### src/rtl/alu_fault_pkg.sv
// alu_fault_pkg
//   Shared definitions for the ALU lockstep fault monitor: the fault
//   classification FSM encoding, the Wishbone register offsets, the bit
//   positions inside CTRL / STATUS, and the layout of the FIRST snapshot.
package alu_fault_pkg;

  // Fault classification states. The encoding is visible in STATUS[3:2].
  typedef enum logic [1:0] {
    ST_IDLE      = 2'd0,
    ST_MONITOR   = 2'd1,
    ST_TRANSIENT = 2'd2,
    ST_LOCKED    = 2'd3
  } fsm_state_e;

  // Register byte offsets within the 256-byte window.
  localparam logic [7:0] OFF_CTRL   = 8'h00;
  localparam logic [7:0] OFF_STATUS = 8'h04;
  localparam logic [7:0] OFF_SAMPLE = 8'h08;
  localparam logic [7:0] OFF_FAULT  = 8'h0C;
  localparam logic [7:0] OFF_FIRST  = 8'h10;
  localparam logic [7:0] OFF_THRESH = 8'h14;

  // CTRL bits.
  localparam int CTRL_EN     = 0;
  localparam int CTRL_IRQ_EN = 1;
  localparam int CTRL_CLR    = 2;

  // STATUS bits.
  localparam int STATUS_STICKY    = 0;
  localparam int STATUS_LOCKED    = 1;
  localparam int STATUS_STATE_LSB = 2;
  localparam int STATUS_CONS_LSB  = 4;

  // FIRST snapshot field positions.
  localparam int FIRST_X_LSB   = 0;
  localparam int FIRST_Y       = 4;
  localparam int FIRST_A1_LSB  = 8;
  localparam int FIRST_A2_LSB  = 12;
  localparam int FIRST_IDX_LSB = 16;

  // Assemble the FIRST snapshot word; bits [7:5] are reserved and read 0.
  function automatic logic [31:0] pack_first(input logic [3:0]  x,
                                             input logic        y,
                                             input logic [3:0]  a1,
                                             input logic [3:0]  a2,
                                             input logic [15:0] idx);
    logic [31:0] w;
    w = '0;
    w[FIRST_X_LSB +: 4]    = x;
    w[FIRST_Y]             = y;
    w[FIRST_A1_LSB +: 4]   = a1;
    w[FIRST_A2_LSB +: 4]   = a2;
    w[FIRST_IDX_LSB +: 16] = idx;
    return w;
  endfunction

endpackage

### src/rtl/alu_fault_wb_regs.sv
// alu_fault_wb_regs
//   Wishbone slave front-end of the fault monitor: address decode, one-cycle
//   acknowledge, CTRL / THRESH storage and the registered read mux.
// Ports:
//   clk, srst            clock, synchronous active-high reset
//   wbs_*                Wishbone slave bus (classic, single-cycle ack)
//   sticky_i .. first_i  live status from the monitor core, for readback
//   en_o, irq_en_o       CTRL enable bits
//   thresh_o             persistent-fault threshold (never 0)
//   clr_o                one-cycle clear pulse, same cycle as the CTRL write
//   clr_en_o             value of en taking effect with that clear
module alu_fault_wb_regs
  import alu_fault_pkg::*;
#(
  parameter logic [31:0] BASE_ADDR  = 32'h3000_0000,
  parameter logic [3:0]  PERSIST_TH = 4'd3
) (
  input  logic        clk,
  input  logic        srst,
  input  logic        wbs_stb_i,
  input  logic        wbs_cyc_i,
  input  logic        wbs_we_i,
  input  logic [3:0]  wbs_sel_i,
  input  logic [31:0] wbs_dat_i,
  input  logic [31:0] wbs_adr_i,
  output logic        wbs_ack_o,
  output logic [31:0] wbs_dat_o,
  input  logic        sticky_i,
  input  fsm_state_e  state_i,
  input  logic [3:0]  cons_i,
  input  logic [31:0] sample_cnt_i,
  input  logic [15:0] fault_cnt_i,
  input  logic [31:0] first_i,
  output logic        en_o,
  output logic        irq_en_o,
  output logic [3:0]  thresh_o,
  output logic        clr_o,
  output logic        clr_en_o
);

  logic        ack_q, ack_d;
  logic [31:0] dat_q, dat_d;
  logic        en_q, en_d;
  logic        irq_en_q, irq_en_d;
  logic [3:0]  thresh_q, thresh_d;

  logic        base_hit, access, wr, rd;
  logic [7:0]  offset;
  logic [31:0] rdata;

  // Only the low byte of writable registers carries state.
  logic unused_bits;
  assign unused_bits = ^{wbs_dat_i[31:4], wbs_sel_i[3:1]};

  always_comb begin
    base_hit = (wbs_adr_i[31:8] == BASE_ADDR[31:8]);
    // The !ack term stops a held strobe from being seen as a second access.
    access   = wbs_stb_i & wbs_cyc_i & base_hit & ~ack_q;
    wr       = access & wbs_we_i;
    rd       = access & ~wbs_we_i;
    offset   = wbs_adr_i[7:0];

    en_d     = en_q;
    irq_en_d = irq_en_q;
    thresh_d = thresh_q;
    clr_o    = 1'b0;

    if (wr && wbs_sel_i[0]) begin
      case (offset)
        OFF_CTRL: begin
          en_d     = wbs_dat_i[CTRL_EN];
          irq_en_d = wbs_dat_i[CTRL_IRQ_EN];
          clr_o    = wbs_dat_i[CTRL_CLR];
        end
        OFF_THRESH: begin
          // A threshold of 0 would never be reached; treat it as 1.
          thresh_d = (wbs_dat_i[3:0] == 4'd0) ? 4'd1 : wbs_dat_i[3:0];
        end
        default: ;
      endcase
    end
    clr_en_o = en_d;

    rdata = '0;
    case (offset)
      OFF_CTRL:   rdata = {30'd0, irq_en_q, en_q};
      OFF_STATUS: rdata = {24'd0, cons_i, state_i, (state_i == ST_LOCKED), sticky_i};
      OFF_SAMPLE: rdata = sample_cnt_i;
      OFF_FAULT:  rdata = {16'd0, fault_cnt_i};
      OFF_FIRST:  rdata = first_i;
      OFF_THRESH: rdata = {28'd0, thresh_q};
      default:    rdata = '0;
    endcase

    ack_d = access;
    dat_d = rd ? rdata : 32'd0;
  end

  always_ff @(posedge clk) begin
    if (srst) begin
      ack_q    <= 1'b0;
      dat_q    <= '0;
      en_q     <= 1'b0;
      irq_en_q <= 1'b0;
      thresh_q <= PERSIST_TH;
    end else begin
      ack_q    <= ack_d;
      dat_q    <= dat_d;
      en_q     <= en_d;
      irq_en_q <= irq_en_d;
      thresh_q <= thresh_d;
    end
  end

  assign wbs_ack_o = ack_q;
  assign wbs_dat_o = dat_q;
  assign en_o      = en_q;
  assign irq_en_o  = irq_en_q;
  assign thresh_o  = thresh_q;

endmodule

### src/rtl/alu_fault_monitor.sv
// alu_fault_monitor
//   Consumes the lockstep comparator's mismatch vector, counts samples and
//   faults, snapshots the first fault, classifies faults as transient or
//   persistent and raises a level interrupt. Register access via Wishbone.
// Ports:
//   wb_clk_i, wb_rst_i     clock, synchronous active-high reset
//   cmp_valid, x, y        comparator sample strobe and mismatch bits
//   alu_out1, alu_out2     lane results, captured with the first fault
//   wbs_*                  Wishbone slave bus
//   fault_o                sticky fault flag
//   irq_o                  level interrupt (irq_en & (sticky | locked))
module alu_fault_monitor
  import alu_fault_pkg::*;
#(
  parameter logic [31:0] BASE_ADDR  = 32'h3000_0000,
  parameter logic [3:0]  PERSIST_TH = 4'd3
) (
  input  logic        wb_clk_i,
  input  logic        wb_rst_i,
  input  logic        cmp_valid,
  input  logic [3:0]  x,
  input  logic        y,
  input  logic [3:0]  alu_out1,
  input  logic [3:0]  alu_out2,
  input  logic        wbs_stb_i,
  input  logic        wbs_cyc_i,
  input  logic        wbs_we_i,
  input  logic [3:0]  wbs_sel_i,
  input  logic [31:0] wbs_dat_i,
  input  logic [31:0] wbs_adr_i,
  output logic        wbs_ack_o,
  output logic [31:0] wbs_dat_o,
  output logic        fault_o,
  output logic        irq_o
);

  logic        en, irq_en, clr, clr_en;
  logic [3:0]  thresh;

  logic [31:0] sample_cnt_q, sample_cnt_d;
  logic [15:0] fault_cnt_q, fault_cnt_d;
  logic [3:0]  cons_q, cons_d;
  logic        sticky_q, sticky_d;
  logic [31:0] first_q, first_d;
  fsm_state_e  state_q, state_d;

  logic        s, f;

  alu_fault_wb_regs #(
    .BASE_ADDR  (BASE_ADDR),
    .PERSIST_TH (PERSIST_TH)
  ) u_regs (
    .clk          (wb_clk_i),
    .srst         (wb_rst_i),
    .wbs_stb_i    (wbs_stb_i),
    .wbs_cyc_i    (wbs_cyc_i),
    .wbs_we_i     (wbs_we_i),
    .wbs_sel_i    (wbs_sel_i),
    .wbs_dat_i    (wbs_dat_i),
    .wbs_adr_i    (wbs_adr_i),
    .wbs_ack_o    (wbs_ack_o),
    .wbs_dat_o    (wbs_dat_o),
    .sticky_i     (sticky_q),
    .state_i      (state_q),
    .cons_i       (cons_q),
    .sample_cnt_i (sample_cnt_q),
    .fault_cnt_i  (fault_cnt_q),
    .first_i      (first_q),
    .en_o         (en),
    .irq_en_o     (irq_en),
    .thresh_o     (thresh),
    .clr_o        (clr),
    .clr_en_o     (clr_en)
  );

  always_comb begin
    s = cmp_valid & en;
    f = s & ((|x) | y);

    sample_cnt_d = sample_cnt_q;
    fault_cnt_d  = fault_cnt_q;
    cons_d       = cons_q;
    sticky_d     = sticky_q;
    first_d      = first_q;
    state_d      = state_q;

    if (clr) begin
      // Clear has priority: any sample arriving in the same cycle is dropped.
      sample_cnt_d = '0;
      fault_cnt_d  = '0;
      cons_d       = '0;
      sticky_d     = 1'b0;
      first_d      = '0;
      state_d      = clr_en ? ST_MONITOR : ST_IDLE;
    end else begin
      if (s && (sample_cnt_q != '1)) sample_cnt_d = sample_cnt_q + 32'd1;

      if (f) begin
        if (fault_cnt_q != '1) fault_cnt_d = fault_cnt_q + 16'd1;
        if (cons_q != '1)      cons_d      = cons_q + 4'd1;
        sticky_d = 1'b1;
        // Index is the count of samples seen before this one.
        if (!sticky_q) first_d = pack_first(x, y, alu_out1, alu_out2, sample_cnt_q[15:0]);
      end else if (s) begin
        cons_d = '0;
      end

      // Threshold is compared against the run length including this sample.
      case (state_q)
        ST_IDLE: begin
          if (en) state_d = ST_MONITOR;
        end
        ST_MONITOR: begin
          if (!en)     state_d = ST_IDLE;
          else if (f)  state_d = (cons_d >= thresh) ? ST_LOCKED : ST_TRANSIENT;
        end
        ST_TRANSIENT: begin
          if (!en)                       state_d = ST_IDLE;
          else if (f && cons_d >= thresh) state_d = ST_LOCKED;
          else if (s && !f)              state_d = ST_MONITOR;
        end
        ST_LOCKED: ;
        default: state_d = ST_IDLE;
      endcase
    end
  end

  always_ff @(posedge wb_clk_i) begin
    if (wb_rst_i) begin
      sample_cnt_q <= '0;
      fault_cnt_q  <= '0;
      cons_q       <= '0;
      sticky_q     <= 1'b0;
      first_q      <= '0;
      state_q      <= ST_IDLE;
    end else begin
      sample_cnt_q <= sample_cnt_d;
      fault_cnt_q  <= fault_cnt_d;
      cons_q       <= cons_d;
      sticky_q     <= sticky_d;
      first_q      <= first_d;
      state_q      <= state_d;
    end
  end

  assign fault_o = sticky_q;
  assign irq_o   = irq_en & (sticky_q | (state_q == ST_LOCKED));

endmodule

### config.mk
export PLATFORM = sky130hd
export DESIGN_NAME = alu_fault_monitor
export DESIGN_NICKNAME = d
export VERILOG_FILES = /design/src/rtl/alu_fault_pkg.sv /design/src/rtl/alu_fault_wb_regs.sv /design/src/rtl/alu_fault_monitor.sv
export SDC_FILE = /design/constraint.sdc
export NUM_CORES = 1
export LEC_CHECK = 0
export CORE_UTILIZATION = 54
export DETAILED_ROUTE_END_ITERATION = 12
export PLACE_DENSITY = 0.9
export SETUP_SLACK_MARGIN = 0.1
export SYNTH_ARGS = -nofsm -noshare
export SYNTH_HDL_FRONTEND = slang
export SYNTH_SLANG_ARGS = --single-unit
### constraint.sdc
create_clock -name wb_clk_i -period 7.3 [get_ports wb_clk_i]
set_input_delay 0.73 -clock wb_clk_i [delete_from_list [all_inputs] [get_ports wb_clk_i]]
set_output_delay 0.73 -clock wb_clk_i [all_outputs]
set_load 0.05 [all_outputs]
# Word-level counts from Yosys, hierarchy flattened
# Index checks and enable logic that the tools add are counted.
# totals
ff_bits,123
latch_bits,0
ramBits,0
romBits,0
inputBits,87
output_inout_bits,35
elab_cells,81
mem_count,0
# op_classes
addsub,3
multipliers,0
n_div,0
order_cmp,1
eq_ne,15
shifts,0
n_mux,20
bitwise_logic,14
reduce_logical,17
# op_table
op,count
32-bit case mux with 6 select lines,1
"32-bit by 1-bit adder with 32-bit output, second input constant",1
"32-bit != test, second input constant",1
"24-bit by 22-bit == test with 1-bit output, second input constant",1
4-bit 2-to-1 mux,5
"16-bit by 1-bit adder with 16-bit output, second input constant",1
"8-bit by 4-bit == test with 1-bit output, second input constant",2
"8-bit by 5-bit == test with 1-bit output, second input constant",2
"16-bit != test, second input constant",1
2-bit 2-to-1 mux,7
1-bit AND,8
"8-bit by 3-bit == test with 1-bit output, second input constant",1
8-bit zero test,1
"4-bit != test, second input constant",2
2-bit AND reduction,4
1-bit 2-to-1 mux,6
2-bit case mux with 3 select lines,1
"5-bit != test, second input constant",1
"4-bit by 1-bit adder with 4-bit output, second input constant",1
"2-bit == test, second input constant",2
4-bit greater-or-equal comparator,1
1-bit logical AND,4
4-bit zero test,1
1-bit inverter,4
9 further kinds,11

# Longest topological paths before layout
# Gate-level depths: netlist of run 1.
# logic_depth
depth_word,13
mapped_depth,14
mapped_depth_nobuf,12

# Hierarchy
# Synthesis of run 1 repeated with hierarchy kept, for this count alone.
# hier_totals
hier_cells,681
area_unflattened_um2,5771.8
# by_module_without_submodules
mod,n_inst,cells_per_inst,area_per_inst_um2,seq_area_each_um2
alu_fault_monitor,1,486,3943.8,1681.6
alu_fault_wb_regs,1,195,1828.0,780.7

# Worst setup path after synthesis of run 1
# OpenSTA, ideal clock, no wires.
# synth_timing
path_kind,input-to-reg
startpoint,in x[1]
endpoint,reg state_q[0]
setup_ns,0.087
arrival_ns,3.306
t_required_ns,7.213
setup_slack_ns,3.907
path_stages,12
n_path_buf,0
cell_sequence,or4_1 -> o21a_1 -> nand2_1 -> nor2_1 -> a21oi_1 -> ha_1 -> nand2b_1 -> a2111oi_0 -> a21oi_1 -> o31a_1 -> and4_1 -> o31ai_1
# synth_via
elab_chain_len,11
word_cells_on_any_way,19
classes_between,order compare (1); eq/ne (2); mux (9); bitwise (2); reduce/logical (5)
# synth_lines
item,line,text
"start, declared",alu_fault_monitor.sv:21,"input logic [3:0] x,"
4-bit OR reduction *,alu_fault_monitor.sv:78,f = s & ((|x) | y);
1-bit OR *,alu_fault_monitor.sv:78,
1-bit AND *,alu_fault_monitor.sv:78,
4-bit 2-to-1 mux,alu_fault_monitor.sv:98,if (f) begin
4-bit 2-to-1 mux,alu_fault_monitor.sv:87,if (clr) begin
4-bit greater-or-equal comparator,"alu_fault_monitor.sv:115, alu_fault_monitor.sv:119",
1-bit 2-to-1 mux / 1-bit logical AND (equally long branches),"alu_fault_monitor.sv:115, alu_fault_monitor.sv:119",
2-bit 2-to-1 mux (on tied branches),"alu_fault_monitor.sv:115, alu_fault_monitor.sv:119",
2-bit 2-to-1 mux (on tied branches),"alu_fault_monitor.sv:114, alu_fault_monitor.sv:118",
2-bit case mux with 3 select lines,alu_fault_monitor.sv:109,case (state_q)
2-bit 2-to-1 mux,alu_fault_monitor.sv:87,
"end signal, assigned",alu_fault_monitor.sv:142,state_q <= state_d;
"end, declared",alu_fault_monitor.sv:45,"fsm_state_e state_q, state_d;"
# Mark *: on every way between the ends. The rest lies on a longest branch, timed or not. The select of a mux whose other input is x is not followed.
# A chain may end at the register's enable or synchronous reset.

# Final worst setup path of run 1
# Ends and elaborated chain as after synthesis.

==> flow_summary.toml, run 1 <==
[clocking]
cts_max_level = 4
cts_resized = 0
insertion_delay_ps = 530
cts_tree = "built"
ctsRootBufferMaster = "clkbuf_8"
cts-buffers-inserted = 17
ctsHoldBuffers = 0
clock_net_sink_count = 123
clock_tree.buffer_depth = 2
clock_pin_slew_on_the_worst_setup_and_hold_paths_ps = 60
cts_setup_buffers = 0

[timing]
hold-worst-slack_ps = 458.2
rsz0062_at_grt = "no"
finalCriticalPeriod_ps = 3860
slew_violations = 0
tns_ps = 0
layout_worst_path_cycle_share_pct = 52.87
timing.fmax_mhz = 259.1
timing.slew.headroom_pct = 10.25
hold_violations = 0
clock_skew_ps = 13.64
worst_slew_pin_slew_ps = 1345
setup_violations = 0

[logic_synthesis]
yosys_warnings = 0
synth.area.top_cells = "dfxtp_1 (45%), nor2_1 (7.2%), nand2_1 (6.2%)"
synth.cell_area_um2 = 5482
synth.largest_area_cell = "dfxtp_1"
synthTopCellsByCount = "dfxtp_1 (123), nor2_1 (105), nand2_1 (90)"
ys_seq_area_share_pct = 44.92
synth_async_sr_flop_share_pct = 0
synthMostInstantiatedCell = "dfxtp_1"
post_synthesis_sequential_element_count = 123
ys.flop_type = "dfxtp_1"
ys_types = 53
postSynthNetCount = 747
number_of_instances_in_the_synthesized_netlist = 649
area_share_of_the_largest_cell_type_after_synthesis_pct = 44.92
synth-edff-count = 0
avgSynthCellArea_um2 = 8.446

[route]
postRouteAntennaNets = 0
first_pass_iters = 6
routedWlPerCell_um = 17.44
drt_first_iter_violations = 544
detail_route.wirelength_um = 15190
remaining_drc_errors = 0
vias_after_detailed_routing = 5275
routed_via_density = 6.056

[setup_path]
slowest_stage = "or4_1"
cp_data_arrival_time_ps = 4300
worstPathRequired_ps = 7740
most_repeated_library_cell_on_the_critical_path = "a21oi_1"
critPathMaxStageDelay_ps = 640
critical_path.endpoint_type = "register"
critical_path.startpoint = "x[1]"
cp_top_family = "compound AO/OA/AOI/OAI gates"
worst-path-stages = 12
cp.buffers_inverters = 1
crit_chain = "clkdlybuf4s50_1 -> or4_1 -> nor2_1 -> o21ai_0 -> a21oi_1 -> ha_1 -> nand2b_1 -> a2111oi_0 -> a21oi_1 -> o31a_1 -> and4_1 -> o31ai_1"
path_max_fanout = 4
setup.worst_path.class = "in2reg"
r2r_start = "u_regs.en_o"
ff2ff_path_depth = 12
start_kind = "primary input"

[power]
ir_drop_mv = 0.1883
cellPowerDensity_nw_per_um2 = 222.0
power.switching_fraction_pct = 20.73
static-leakage-power_nw = 2.291
internal_power_mw = 1.228
seqPwrFrac_pct = 43.3
share_clk_of_total_power_pct = 53.6
netSwitchingPower_mw = 0.3212
combPwrFrac_pct = 3.0

[grt]
grt_max_degree = 85
grt_antenna_before_repair = 0
grt_remaining_overflow = 0
number_of_global_route_vias_before_repair = 5221
global_route.usage.total_pct = 30.86
grt_pass1_wl_um = 24730

[outcome]
result_of_the_run = "finished, final reports clean"

[finish]
layout.area.seq_um2 = 2462
final_net_count = 823
antennaDiodeCount = 0
final_design_area_no_fill_um2 = 6979
fillerInstances = 705
footprint_of_the_multi_input_gates_um2 = 2810
syn2layout_area_growth_pct = 27.32
instances_no_fill = 871
final_layout_size_suffix_gt1_share_pct = 5.691

[floorplanning]
core_area_um2 = 9819
dieArea_um2 = 10560
die_y_um = 102.8
pin_count = 122
core.rowCount = 36
effective_utilization_at_floorplan_pct = 55.82
die-width_um = 102.8

[hold_path]
timing.hold.worst.class = "reg2reg"
timing.hold.worst_path_depth = 2
worst_hold_path_startpoint = "first_q[17]"

[placed_design]
dpl.cell_count = 839
dp_hpwl_um = 10030
dpl-instance-area_um2 = 6396
buffer_ports.inserted = 90
globalplace.congestion = 0.8719

[job]
max-cap-violations = 0
==> flip-flops by register name, indices dropped and copies added, names as in the netlist <==
register,count
cons_q,4
fault_cnt_q,16
fault_o,1
first_q,29
sample_cnt_q,32
state_q,2
u_regs.en_o,1
u_regs.irq_en_o,1
u_regs.thresh_o,4
u_regs.wbs_ack_o,1
u_regs.wbs_dat_o,32
==> placed cells by master (no fill, tap or decap), types with 5 or more instances in the layout <==
master,count
dfxtp_1,123
nor2_1,104
nand2_1,90
clkdlybuf4s50_1,90
a21oi_1,37
a22oi_1,29
nand3_1,24
xor2_1,23
xnor2_1,22
nand4_1,18
clkbuf_16,16
inv_1,13
nor3_1,13
ha_1,11
nor4_1,10
and4_1,9
and3_1,8
o21ai_0,8
a222oi_1,8
and2_1,6
mux2i_1,5
nand2b_1,5
a31oi_1,5
==> worst min-delay path, stage by stage (launching register included) <==
cell and delay, ps:
dfxtp_1 310, nand2_1 50, a21oi_1 50
==> layout make-up <==
type,instances,share of cell area (%)
inverters,13,0.6992
clock inverters,11,2.062
well taps,133,2.384
flip-flops and latches,123,35.28
multi-input cells,479,40.27
clock buffers,21,6.293
repair buffers,91,13.02
==> metrics by stage <==
| stage | setup WS (ps) | total power [mW] | utilization (%) |
|---|---|---|---|
| after floorplan | 3907 | 0.6986 | - |
| after global placement | 3196 | 0.7309 | 65.14 |
| after detailed placement | 3094 | 0.7319 | 65.14 |
| after CTS | 3451 | 1.547 | 71.08 |
| after global routing | 3235 | 1.583 | 71.08 |
| final | 3440 | 1.550 | 71.08 |
==> routing by layer <==
| metal | routed length, um | global-route usage (%) | share of wire [%] | up-vias |
|---|---|---|---|---|
| li1 | - | - | - | 2431 |
| met1 | 5709 | 34.59 | 38 | 2494 |
| met2 | 7741 | 54.46 | 51 | 291 |
| met3 | 1281 | 8.068 | 8.4 | 59 |
| met4 | 458 | 14.84 | 3.0 | 0 |
| met5 | 0 | 0 | 0 | - |
==> cells by family (layout without fill, tap and decap cells) <==
group | Yosys count | in the layout | synth area share [%]
DFF | 123 | 123 | 44.92
xor gates and xnor gates | 45 | 45 | 7.190
muxes | 8 | 8 | 1.529
adders and majority gates | 11 | 11 | 2.511
buffers and inverters | 47 | 136 | 3.858
AOI/OAI and AO/OA | 102 | 102 | 12.37
and+or+nand+nor | 313 | 313 | 27.62
==> final timing paths <==
path | endpoint | slack [ps]
worst min register to register | first_q[17] | 460
worst min-delay path | first_q[17] | 460
worst max-delay path | state_q[0] | 3440
worst max register to register | state_q[0] | 3830
==> power by group through the flow <==
stage               Sequential [mW]  Clock [mW]  Combinational [mW]
global placement              0.686           0              0.0448
global route                  0.671       0.862              0.0500
CTS                           0.672       0.829              0.0465
floorplan                     0.686           0              0.0126
finish                        0.672       0.831              0.0469
detailed placement            0.686           0              0.0459
Note: power is estimated with default switching activity, not from simulation.
==> inputs of run 2 (changes only) <==
CORE_UTILIZATION = 51   (was 54)
PLACE_DENSITY = 0.86   (was 0.9)
clock period = 4 ns   (was 7.3 ns; I/O delays follow)
==> flow_summary.toml, run 2 (synthesized netlist as in run 1, its figures left out) <==
[grt]
grt_max_degree = 85
grt_pass1_wl_um = 25030
number_of_global_route_vias_before_repair = 5284
grt_antenna_before_repair = 0
grt_util_met1_pct = 33.85
use_met3_pct = 5.257
global_route.usage.total_pct = 28.17
grt_remaining_overflow = 0
grt.busiest_layer = "met2"
grt_use_met2_pct = 48.41

[setup_path]
critical_path.endpoint_type = "register"
critPathMaxStageDelay_ps = 650
start_kind = "primary input"
setup.worst_path.class = "in2reg"
crit_chain = "clkdlybuf4s50_1 -> or4_1 -> nor2_1 -> o21ai_0 -> a21oi_1 -> ha_1 -> nand2b_1 -> a2111oi_0 -> a21oi_1 -> o31a_1 -> and4_1 -> o31ai_1"
cp.buffers_inverters = 1
slowest_stage = "or4_1"
worstPathRequired_ps = 4430
cp_data_arrival_time_ps = 3830
path_max_fanout = 4
most_repeated_library_cell_on_the_critical_path = "a21oi_1"
cp_top_family = "compound AO/OA/AOI/OAI gates"

[floorplanning]
core_area_um2 = 10370
dieArea_um2 = 11170
effective_utilization_at_floorplan_pct = 52.86
die_y_um = 105.7
die-width_um = 105.7
core.rowCount = 37
pin_count = 122

[power]
total_power_mw = 2.847
static-leakage-power_nw = 2.323
ir_drop_mv = 0.3074
cellPowerDensity_nw_per_um2 = 404.1

[clocking]
cts_setup_buffers = 0
insertion_delay_ps = 510
clock_pin_slew_on_the_worst_setup_and_hold_paths_ps = 60
ctsHoldBuffers = 0
cts_tree = "built"
cts_resized = 0
cts_max_level = 4
clock_net_sink_count = 123
cts-buffers-inserted = 17
ctsRootBufferMaster = "clkbuf_8"
clock_tree.buffer_depth = 2

[placed_design]
buffer_ports.inserted = 90
dp_hpwl_um = 10240
globalplace.congestion = 0.8489
dpl.cell_count = 847

[route]
first_pass_iters = 5
remaining_drc_errors = 0
postRouteAntennaNets = 0
vias_after_detailed_routing = 5222
detail_route.wirelength_um = 15180
routedWlPerCell_um = 17.27
routed_via_density = 5.941
drt_first_iter_violations = 499

[timing]
finalCriticalPeriod_ps = 3395
rsz0062_at_grt = "no"
hold_violations = 0
setup_violations = 0
clock_skew_ps = 11.35
layout_worst_path_cycle_share_pct = 84.87
tns_ps = 0
timing.slew.headroom_pct = 38.56
hold-worst-slack_ps = 440.6
slew_violations = 0
timing.fmax_mhz = 294.6
worst_slew_pin_slew_ps = 921.6

[hold_path]
timing.hold.worst.class = "in2reg"

[outcome]
result_of_the_run = "finished, final reports clean"

[finish]
final_layout_size_suffix_gt1_share_pct = 6.729
syn2layout_area_growth_pct = 28.53
instances_no_fill = 879
final_common_cell = "dfxtp_1"
layout_common_cells = "dfxtp_1 (123), nor2_1 (104), nand2_1 (90), clkdlybuf4s50_1 (90), a21oi_1 (37)"
final_net_count = 828
antennaDiodeCount = 0

[job]
max-cap-violations = 0
-- run 2: worst paths after layout --
kind | start | endpoint | slack (ps) | cells after the start
min | alu_out1[0] | first_q[8] | 440 | 3
min reg2reg | first_q[17] | first_q[17] | 460 | 2
max | x[1] | state_q[0] | 610 | 12
max reg2reg | u_regs.en_o | state_q[0] | 700 | 12
-- run 2: area by class of cell --
class | count | area, um2
Fill cell | 755 | 3324
Tap cell | 136 | 170.2
Multi-Input combinational cell | 479 | 2810
Clock inverter | 14 | 167.7
Inverter | 13 | 48.80
Timing Repair Buffer | 96 | 958.4
Sequential cell | 123 | 2462
Clock buffer | 18 | 427.9
-- run 2: through the flow --
step                worst slack (ps)  utilization, %  instance area (um2)
floorplan                      937.1               -                 5482
global placement               279.5           62.20                 6450
detailed placement             135.8           62.20                 6450
CTS                            637.9           67.94                 7046
global route                   392.5           67.94                 7046
finish                         605.2           67.94                 7046
-- run 2: tightest hold or removal path, cell delays in order --
cell and delay, ps:
clkdlybuf4s50_1 400, nand2_1 50, a21oi_1 50
-- run 2: power by group --
| group | internal (mW) | leakage, nW | total (mW) | switching [mW] |
|---|---|---|---|---|
| clock network | 0.967 | 0.288 | 1.53 | 0.567 |
| registers | 1.23 | 0.990 | 1.23 | 0.000000000138 |
| logic | 0.0537 | 1.04 | 0.0875 | 0.0338 |
-- run 2: routing by layer --
layer	wire length (um)	vias up
li1	-	2439
met1	6233	2475
met2	7543	260
met3	965	48
met4	440	0
met5	0	-
